### config.mk
export PLATFORM = sky130hd
export DESIGN_NAME = ias_instr_sequencer_flat
export DESIGN_NICKNAME = d
export VERILOG_FILES = /design/src/rtl/ias_instr_sequencer_if.sv /design/src/rtl/ias_instr_sequencer.sv /design/src/flat_wrapper.sv
export SDC_FILE = /design/constraint.sdc
export NUM_CORES = 1
export LEC_CHECK = 0
export BUFFER_PORTS_ARGS = -buffer_cell sky130_fd_sc_hd__buf_4
export CORE_MARGIN = 4
export CORE_UTILIZATION = 61
export DETAILED_ROUTE_END_ITERATION = 12
export GPL_ROUTABILITY_DRIVEN = 0
export PLACE_DENSITY = 0.83
export SETUP_SLACK_MARGIN = 0.3
export SLEW_MARGIN = 20
export SYNTH_ARGS = -nofsm -noshare
export SYNTH_HDL_FRONTEND = slang
export SYNTH_SLANG_ARGS = --single-unit
### constraint.sdc
create_clock -name clk -period 3.5 [get_ports clk]
set_input_delay 0.7 -clock clk [delete_from_list [all_inputs] [get_ports clk]]
set_output_delay 0.7 -clock clk [all_outputs]
set_load 0.02 [all_outputs]
### src/rtl/ias_instr_sequencer_if.sv
// Bus between the IAS instruction sequencer and its environment: program-load
// port, run control, IAS instruction/result signals and status outputs.
`timescale 1ns/1ps
interface ias_instr_sequencer_if #(
  parameter int PC_W = 4
);
  logic            prog_we;
  logic [PC_W-1:0] prog_addr;
  logic [7:0]      prog_opcode;
  logic [7:0]      prog_address;
  logic [7:0]      prog_data;
  logic            start;
  logic            abort;
  logic [7:0]      result_in;
  logic [7:0]      opcode;
  logic [7:0]      address;
  logic [7:0]      data_in;
  logic            instr_valid;
  logic            busy;
  logic            done;
  logic [PC_W-1:0] pc_out;
  logic [7:0]      last_result;

  modport master (
    output prog_we, prog_addr, prog_opcode, prog_address, prog_data,
    output start, abort, result_in,
    input  opcode, address, data_in, instr_valid, busy, done, pc_out, last_result
  );

  modport slave (
    input  prog_we, prog_addr, prog_opcode, prog_address, prog_data,
    input  start, abort, result_in,
    output opcode, address, data_in, instr_valid, busy, done, pc_out, last_result
  );
endinterface

### src/rtl/ias_instr_sequencer.sv
// Replays a small stored program onto the IAS core inputs, holding each entry
// for HOLD_CYCLES+1 clocks and capturing the core result at the end of each window.
`timescale 1ns/1ps
module ias_instr_sequencer #(
  parameter int         PROG_DEPTH  = 16,
  parameter int         PC_W        = 4,
  parameter int         HOLD_CYCLES = 3,     // must be >= 1
  parameter logic [7:0] HALT_OP     = 8'hFF
) (
  input logic                  clk,
  input logic                  reset,
  ias_instr_sequencer_if.slave bus
);

  localparam int              CNT_W    = (HOLD_CYCLES > 1) ? $clog2(HOLD_CYCLES) : 1;
  localparam logic [CNT_W-1:0] CNT_LOAD = CNT_W'(HOLD_CYCLES - 1);
  localparam logic [PC_W-1:0]  PC_LAST  = PC_W'(PROG_DEPTH - 1);

  typedef enum logic [1:0] {S_IDLE, S_ISSUE, S_HOLD, S_DONE} state_t;

  typedef struct packed {
    logic [7:0] opcode;
    logic [7:0] address;
    logic [7:0] data;
  } entry_t;

  entry_t           mem [PROG_DEPTH];
  entry_t           cur_entry;
  logic             mem_we;

  state_t           state_q, state_d;
  logic [PC_W-1:0]  pc_q, pc_d;
  logic [CNT_W-1:0] cnt_q, cnt_d;
  entry_t           out_q, out_d;
  logic             iv_q, iv_d;
  logic             busy_q, busy_d;
  logic             done_q, done_d;
  logic [7:0]       result_q, result_d;

  assign mem_we    = (state_q == S_IDLE) && bus.prog_we;
  assign cur_entry = mem[pc_q];

  // NOTE: the program store has no reset so it maps onto plain RAM; a loaded program survives reset.
  always_ff @(posedge clk) begin
    if (mem_we) begin
      mem[bus.prog_addr] <= '{opcode: bus.prog_opcode, address: bus.prog_address, data: bus.prog_data};
    end
  end

  always_comb begin
    // NOTE: every signal gets a default before the case so no path can infer a latch.
    state_d  = state_q;
    pc_d     = pc_q;
    cnt_d    = cnt_q;
    out_d    = out_q;
    iv_d     = 1'b0;
    busy_d   = busy_q;
    done_d   = 1'b0;
    result_d = result_q;

    unique case (state_q)
      S_IDLE: begin
        out_d  = '0;
        busy_d = 1'b0;
        pc_d   = '0;
        // A program write in the same cycle wins over start.
        if (bus.start && !bus.prog_we) begin
          state_d = S_ISSUE;
          busy_d  = 1'b1;
        end
      end

      S_ISSUE: begin
        if (bus.abort) begin
          state_d = S_IDLE;
          out_d   = '0;
          busy_d  = 1'b0;
          pc_d    = '0;
        end else if (cur_entry.opcode == HALT_OP) begin
          state_d = S_DONE;
          out_d   = '0;
          busy_d  = 1'b0;
          done_d  = 1'b1;
        end else begin
          state_d = S_HOLD;
          out_d   = cur_entry;
          iv_d    = 1'b1;
          cnt_d   = CNT_LOAD;
        end
      end

      S_HOLD: begin
        // Abort wins even on the edge that would close the window.
        if (bus.abort) begin
          state_d = S_IDLE;
          out_d   = '0;
          busy_d  = 1'b0;
          pc_d    = '0;
        end else if (cnt_q != '0) begin
          cnt_d = cnt_q - 1'b1;
        end else begin
          result_d = bus.result_in;
          if (pc_q == PC_LAST) begin
            state_d = S_DONE;
            out_d   = '0;
            busy_d  = 1'b0;
            done_d  = 1'b1;
          end else begin
            state_d = S_ISSUE;
            pc_d    = pc_q + 1'b1;
          end
        end
      end

      S_DONE: begin
        state_d = S_IDLE;
        pc_d    = '0;
      end

      default: begin
        state_d = S_IDLE;
      end
    endcase
  end

  // NOTE: non-blocking assignments so every register samples pre-edge values of the others.
  always_ff @(posedge clk or negedge reset) begin
    if (!reset) begin
      state_q  <= S_IDLE;
      pc_q     <= '0;
      cnt_q    <= '0;
      out_q    <= '0;
      iv_q     <= 1'b0;
      busy_q   <= 1'b0;
      done_q   <= 1'b0;
      result_q <= '0;
    end else begin
      state_q  <= state_d;
      pc_q     <= pc_d;
      cnt_q    <= cnt_d;
      out_q    <= out_d;
      iv_q     <= iv_d;
      busy_q   <= busy_d;
      done_q   <= done_d;
      result_q <= result_d;
    end
  end

  assign bus.opcode      = out_q.opcode;
  assign bus.address     = out_q.address;
  assign bus.data_in     = out_q.data;
  assign bus.instr_valid = iv_q;
  assign bus.busy        = busy_q;
  assign bus.done        = done_q;
  assign bus.pc_out      = pc_q;
  assign bus.last_result = result_q;

endmodule
### src/flat_wrapper.sv
// flat-port wrapper written by rule: the top's interface ports become plain ports
module ias_instr_sequencer_flat 
#(
  parameter int         PROG_DEPTH  = 16,
  parameter int         PC_W        = 4,
  parameter int         HOLD_CYCLES = 3,                    
  parameter logic [7:0] HALT_OP     = 8'hFF
)
  (clk, reset, bus_prog_we, bus_prog_addr, bus_prog_opcode, bus_prog_address, bus_prog_data, bus_start, bus_abort, bus_result_in, bus_opcode, bus_address, bus_data_in, bus_instr_valid, bus_busy, bus_done, bus_pc_out, bus_last_result);
  ias_instr_sequencer_if #(.PC_W(PC_W)) bus_i ();
  input logic clk;
  input logic reset;
  input wire logic [$bits(bus_i.prog_we)-1:0] bus_prog_we;
  input wire logic [$bits(bus_i.prog_addr)-1:0] bus_prog_addr;
  input wire logic [$bits(bus_i.prog_opcode)-1:0] bus_prog_opcode;
  input wire logic [$bits(bus_i.prog_address)-1:0] bus_prog_address;
  input wire logic [$bits(bus_i.prog_data)-1:0] bus_prog_data;
  input wire logic [$bits(bus_i.start)-1:0] bus_start;
  input wire logic [$bits(bus_i.abort)-1:0] bus_abort;
  input wire logic [$bits(bus_i.result_in)-1:0] bus_result_in;
  output wire logic [$bits(bus_i.opcode)-1:0] bus_opcode;
  output wire logic [$bits(bus_i.address)-1:0] bus_address;
  output wire logic [$bits(bus_i.data_in)-1:0] bus_data_in;
  output wire logic [$bits(bus_i.instr_valid)-1:0] bus_instr_valid;
  output wire logic [$bits(bus_i.busy)-1:0] bus_busy;
  output wire logic [$bits(bus_i.done)-1:0] bus_done;
  output wire logic [$bits(bus_i.pc_out)-1:0] bus_pc_out;
  output wire logic [$bits(bus_i.last_result)-1:0] bus_last_result;
  assign bus_i.prog_we = bus_prog_we;
  assign bus_i.prog_addr = bus_prog_addr;
  assign bus_i.prog_opcode = bus_prog_opcode;
  assign bus_i.prog_address = bus_prog_address;
  assign bus_i.prog_data = bus_prog_data;
  assign bus_i.start = bus_start;
  assign bus_i.abort = bus_abort;
  assign bus_i.result_in = bus_result_in;
  assign bus_opcode = bus_i.opcode;
  assign bus_address = bus_i.address;
  assign bus_data_in = bus_i.data_in;
  assign bus_instr_valid = bus_i.instr_valid;
  assign bus_busy = bus_i.busy;
  assign bus_done = bus_i.done;
  assign bus_pc_out = bus_i.pc_out;
  assign bus_last_result = bus_i.last_result;
  ias_instr_sequencer #(.PROG_DEPTH(PROG_DEPTH), .PC_W(PC_W), .HOLD_CYCLES(HOLD_CYCLES), .HALT_OP(HALT_OP)) u_core (.clk(clk), .reset(reset), .bus(bus_i));
endmodule
==> summary.md <==
| Metric | Value |
|---|---|
| Synth unique cells | `45` |
| DR pass1 iterations | `5` |
| Sequential-to-total area share from yosys stat | `75.4%` |
| Iter 0 DRT Violations | `1,152` |
| Share of cells above drive strength 1 | `35.7%` |
| RSZ-0062 raised after global routing | `false` |
| Period minus WS final | `3040 ps` |
| Crit path max-delay family | `buffers and inverters` |
| Clk pwr share | `37.6%` |
| Longest Clk Path Bufs | `3` |
| Critical Path End Type | `register` |
| Seq cells post-synth | `427` |
| Worst Max-Slew Pin Slew | `792 ps` |
| Cts bufs inserted | `42` |
| Clock Latency Late Sink | `530 ps` |
| Die Span Y | `174 um` |
| CP Cell Sequence | `buf_12, buf_4, nand2b_1, a22oi_1, or4_4, o21ai_4, buf_4, o21ai_2` |
| Total Nets Final | `937` |
| Setup TNS | `0 ps` |
| DP Wirelength | `19.9 mm` |
| Commonest cells after routing, fill and taps aside | `edfxtp_1, buf_4, mux4_2` |
| Gr ovfl total | `0` |
| Power consumption | `11.3 mW` |
| Combinational group share of total power | `10.2%` |
| Maximum vdd drop | `0.000383 V` |
| Ys Warns | `0` |
| Pin count of the biggest net entering global routing | `44` |
| Vias post-DR | `8,341` |
| Synthesized Nets | `816` |
| Internal | `8.65 mW` |
| Fill cells | `1,504` |
| EDFF count, synth | `384` |
| Synth top area cells | `edfxtp_1, mux4_2, dfrtp_1` |
| Critical path arrival | `3460 ps` |
| Multi-input gate area | `3940 um2` |
| Routed Antenna Nets | `0` |
| Outcome | `complete, no violations` |
| IO Port Bufs | `79` |
| Delay of the slowest critical-path stage | `640 ps` |
| Syn Area/Cell | `21.7 um2` |
| Die Footprint | `30,100 um2` |
| Worst Path Max Fanout | `20` |
| Post-Syn Area | `16,700 um2` |
| CP startpoint kind | `register` |
| Psw | `2.64 mW` |
| Most common cell on crit path | `buf_4` |
| Tot GR Track Use | `25.2%` |
| Net Sw Frac | `23.4%` |
| Worst Path Buf+Inv | `3` |
| Setup CP Type | `register to register` |
| Gate Count Post-Synth | `769` |
| WL/cell | `29.4 um` |
| I/O pins | `80` |
| FP Rows | `60` |
| CTS tree | `done` |
| Via-to-Cell Ratio | `6.60` |
| Leak | `6.34 nW` |
| Seq. cell area | `12,600 um2` |
| Antenna cells | `0` |
| Req. time, crit path | `3910 ps` |
| H-tree depth | `2` |
| Initial Utilization | `62.0%` |
| Slowest CP cell | `dfrtp_4` |
| P per Cell Area | `587 nW/um2` |
| Final period util | `87.0%` |
| Final number of hold-violating endpoints | `0` |
| Ys async rst share | `10.1%` |
| Antenna violations before repair | `0` |
| Number of global-route vias before repair | `8,562` |
| Share of the synthesized area in the top cell type | `69.0%` |
| Reg power frac | `52.2%` |
| Biggest area consumer among synthesized cells | `edfxtp_1` |
| CORE AREA | `27,000 um2` |
| Maxcap violations | `0` |
| # DRC | `0` |
| Die Wd | `174 um` |
| Hold Path Class | `primary input to async pin` |
| Max-Slew Margin vs Limit | `46.7%` |
| Clock sink count | `427` |
| Routed wire length | `37.2 mm` |
| Worst setup margin | `455 ps` |
| Post-CTS sizing | `0` |
| Top_reg_cell synth | `edfxtp_1` |
| Global-route wire length before repair | `56.3 mm` |
| Final Max Slew Viols | `0` |
| Final setup vio count | `0` |
| Fmax | `0.328 GHz` |
| DP Worst Slack | `481 ps` |
| Commonest non-fill, non-tap cell in the layout | `edfxtp_1` |
| Root Buffer Master | `clkbuf_16` |
| Worst-path clk slew | `60 ps` |
| Layout Skew | `11.1 ps` |
| Area growth from synthesis to layout | `15.0%` |
power by group through the flow:
stage | clock, mW | combinational (mW) | sequential, mW
3_3_place_gp | 0 | 1.10 | 5.99
2_1_floorplan | 0 | 0.533 | 6.08
5_1_grt | 4.55 | 1.24 | 5.91
4_1_cts | 4.30 | 1.16 | 5.89
6_report | 4.24 | 1.16 | 5.89
3_5_place_dp | 0 | 1.14 | 6.00
layout make-up:
| cell class | instances | share of cell area, % |
|---|---|---|
| well taps | 341 | 2.22 |
| multi-input cells | 297 | 20.5 |
| inverters | 7 | 0.137 |
| clock inverters | 21 | 0.814 |
| repair buffers | 115 | 4.79 |
| flip-flops and latches | 427 | 65.7 |
| clock buffers | 55 | 5.89 |
repair_timing:
| action | 4_1_cts | 5_1_grt |
|---|---|---|
| setup endpoints to repair | 0 | 17 |
| hold buffers | 0 | 0 |
| buffers inserted | 0 | 2 |
cell families (layout without fill, tap and decap cells):
group,Yosys count,count (layout),share of synthesized area (%)
XOR/XNOR,1,1,0.0524
adder cells (fa/ha/maj),6,6,0.449
multiplexers,138,138,17.0
flip-flops,427,427,75.4
AND/OR/NAND/NOR,101,101,2.94
AO/OA/AOI/OAI,51,51,2.55
buffers and inverters,45,198,1.62
routing by layer:
metal  wire length [um]  up-vias  track usage [%]
met5                  0        -                0
met3               3430       49             4.91
met4                612        0             5.72
met2              18700      506             40.7
met1              14400     4354             36.8
li1                   -     3432                -
Yosys cell counts (5+ instances only):
cell type    n
ha_1         6
o21ai_2     16
buf_6        6
clkbuf_1    13
nand3_1      6
nor3_1       5
buf_2       10
nor2_1      21
edfxtp_1   384
mux4_1      12
inv_1        6
nand2_1     32
dfrtp_1     43
mux2i_1     13
mux4_2      98
mux2_2      14
nand2b_1    22
o31ai_1      7
sequential cells by signal, summed over array words and instances, names as in the netlist:
register / cells
u_core.cnt_q: 2
u_core.mem: 384
u_core.bus.last_result: 8
u_core.bus.opcode: 8
u_core.bus.address: 8
u_core.state_q: 2
u_core.bus.done: 1
u_core.bus.pc_out: 4
u_core.bus.instr_valid: 1
u_core.bus.busy: 1
u_core.bus.data_in: 8
path summary, 6_finish.rpt:
check / startpoint / endpoint / slack, ps / cells after the start
max: u_core.bus.pc_out[0]$_DFFE_PN0P_ / u_core.bus.address[5]$_DFFE_PN0P_ / 460 / 8
max in group asynchronous: reset / u_core.bus.pc_out[1]$_DFFE_PN0P_ / 2820 / 1
min: reset / u_core.bus.data_in[3]$_DFFE_PN0P_ / 200 / 1
max reg2reg: u_core.bus.pc_out[0]$_DFFE_PN0P_ / u_core.bus.address[5]$_DFFE_PN0P_ / 460 / 8
min in group clk: bus_result_in[0] / u_core.bus.last_result[0]$_DFFE_PN0P_ / 410 / 2
min reg2reg: u_core.bus.data_in[2]$_DFFE_PN0P_ / u_core.bus.data_in[2]$_DFFE_PN0P_ / 480 / 2
through the flow:
| stage | hold slack, ps | util (%) | std cells | cell area (um2) |
|---|---|---|---|---|
| floorplan | 404 | - | 769 | 16700 |
| global placement | 465 | 66.4 | 1185 | 17900 |
| detailed placement | 472 | 66.4 | 1185 | 17900 |
| CTS | 199 | 71.2 | 1261 | 19200 |
| global route | 226 | 71.3 | 1263 | 19200 |
| finish | 198 | 71.3 | 1263 | 19200 |
(Power assumes the default switching activity.)
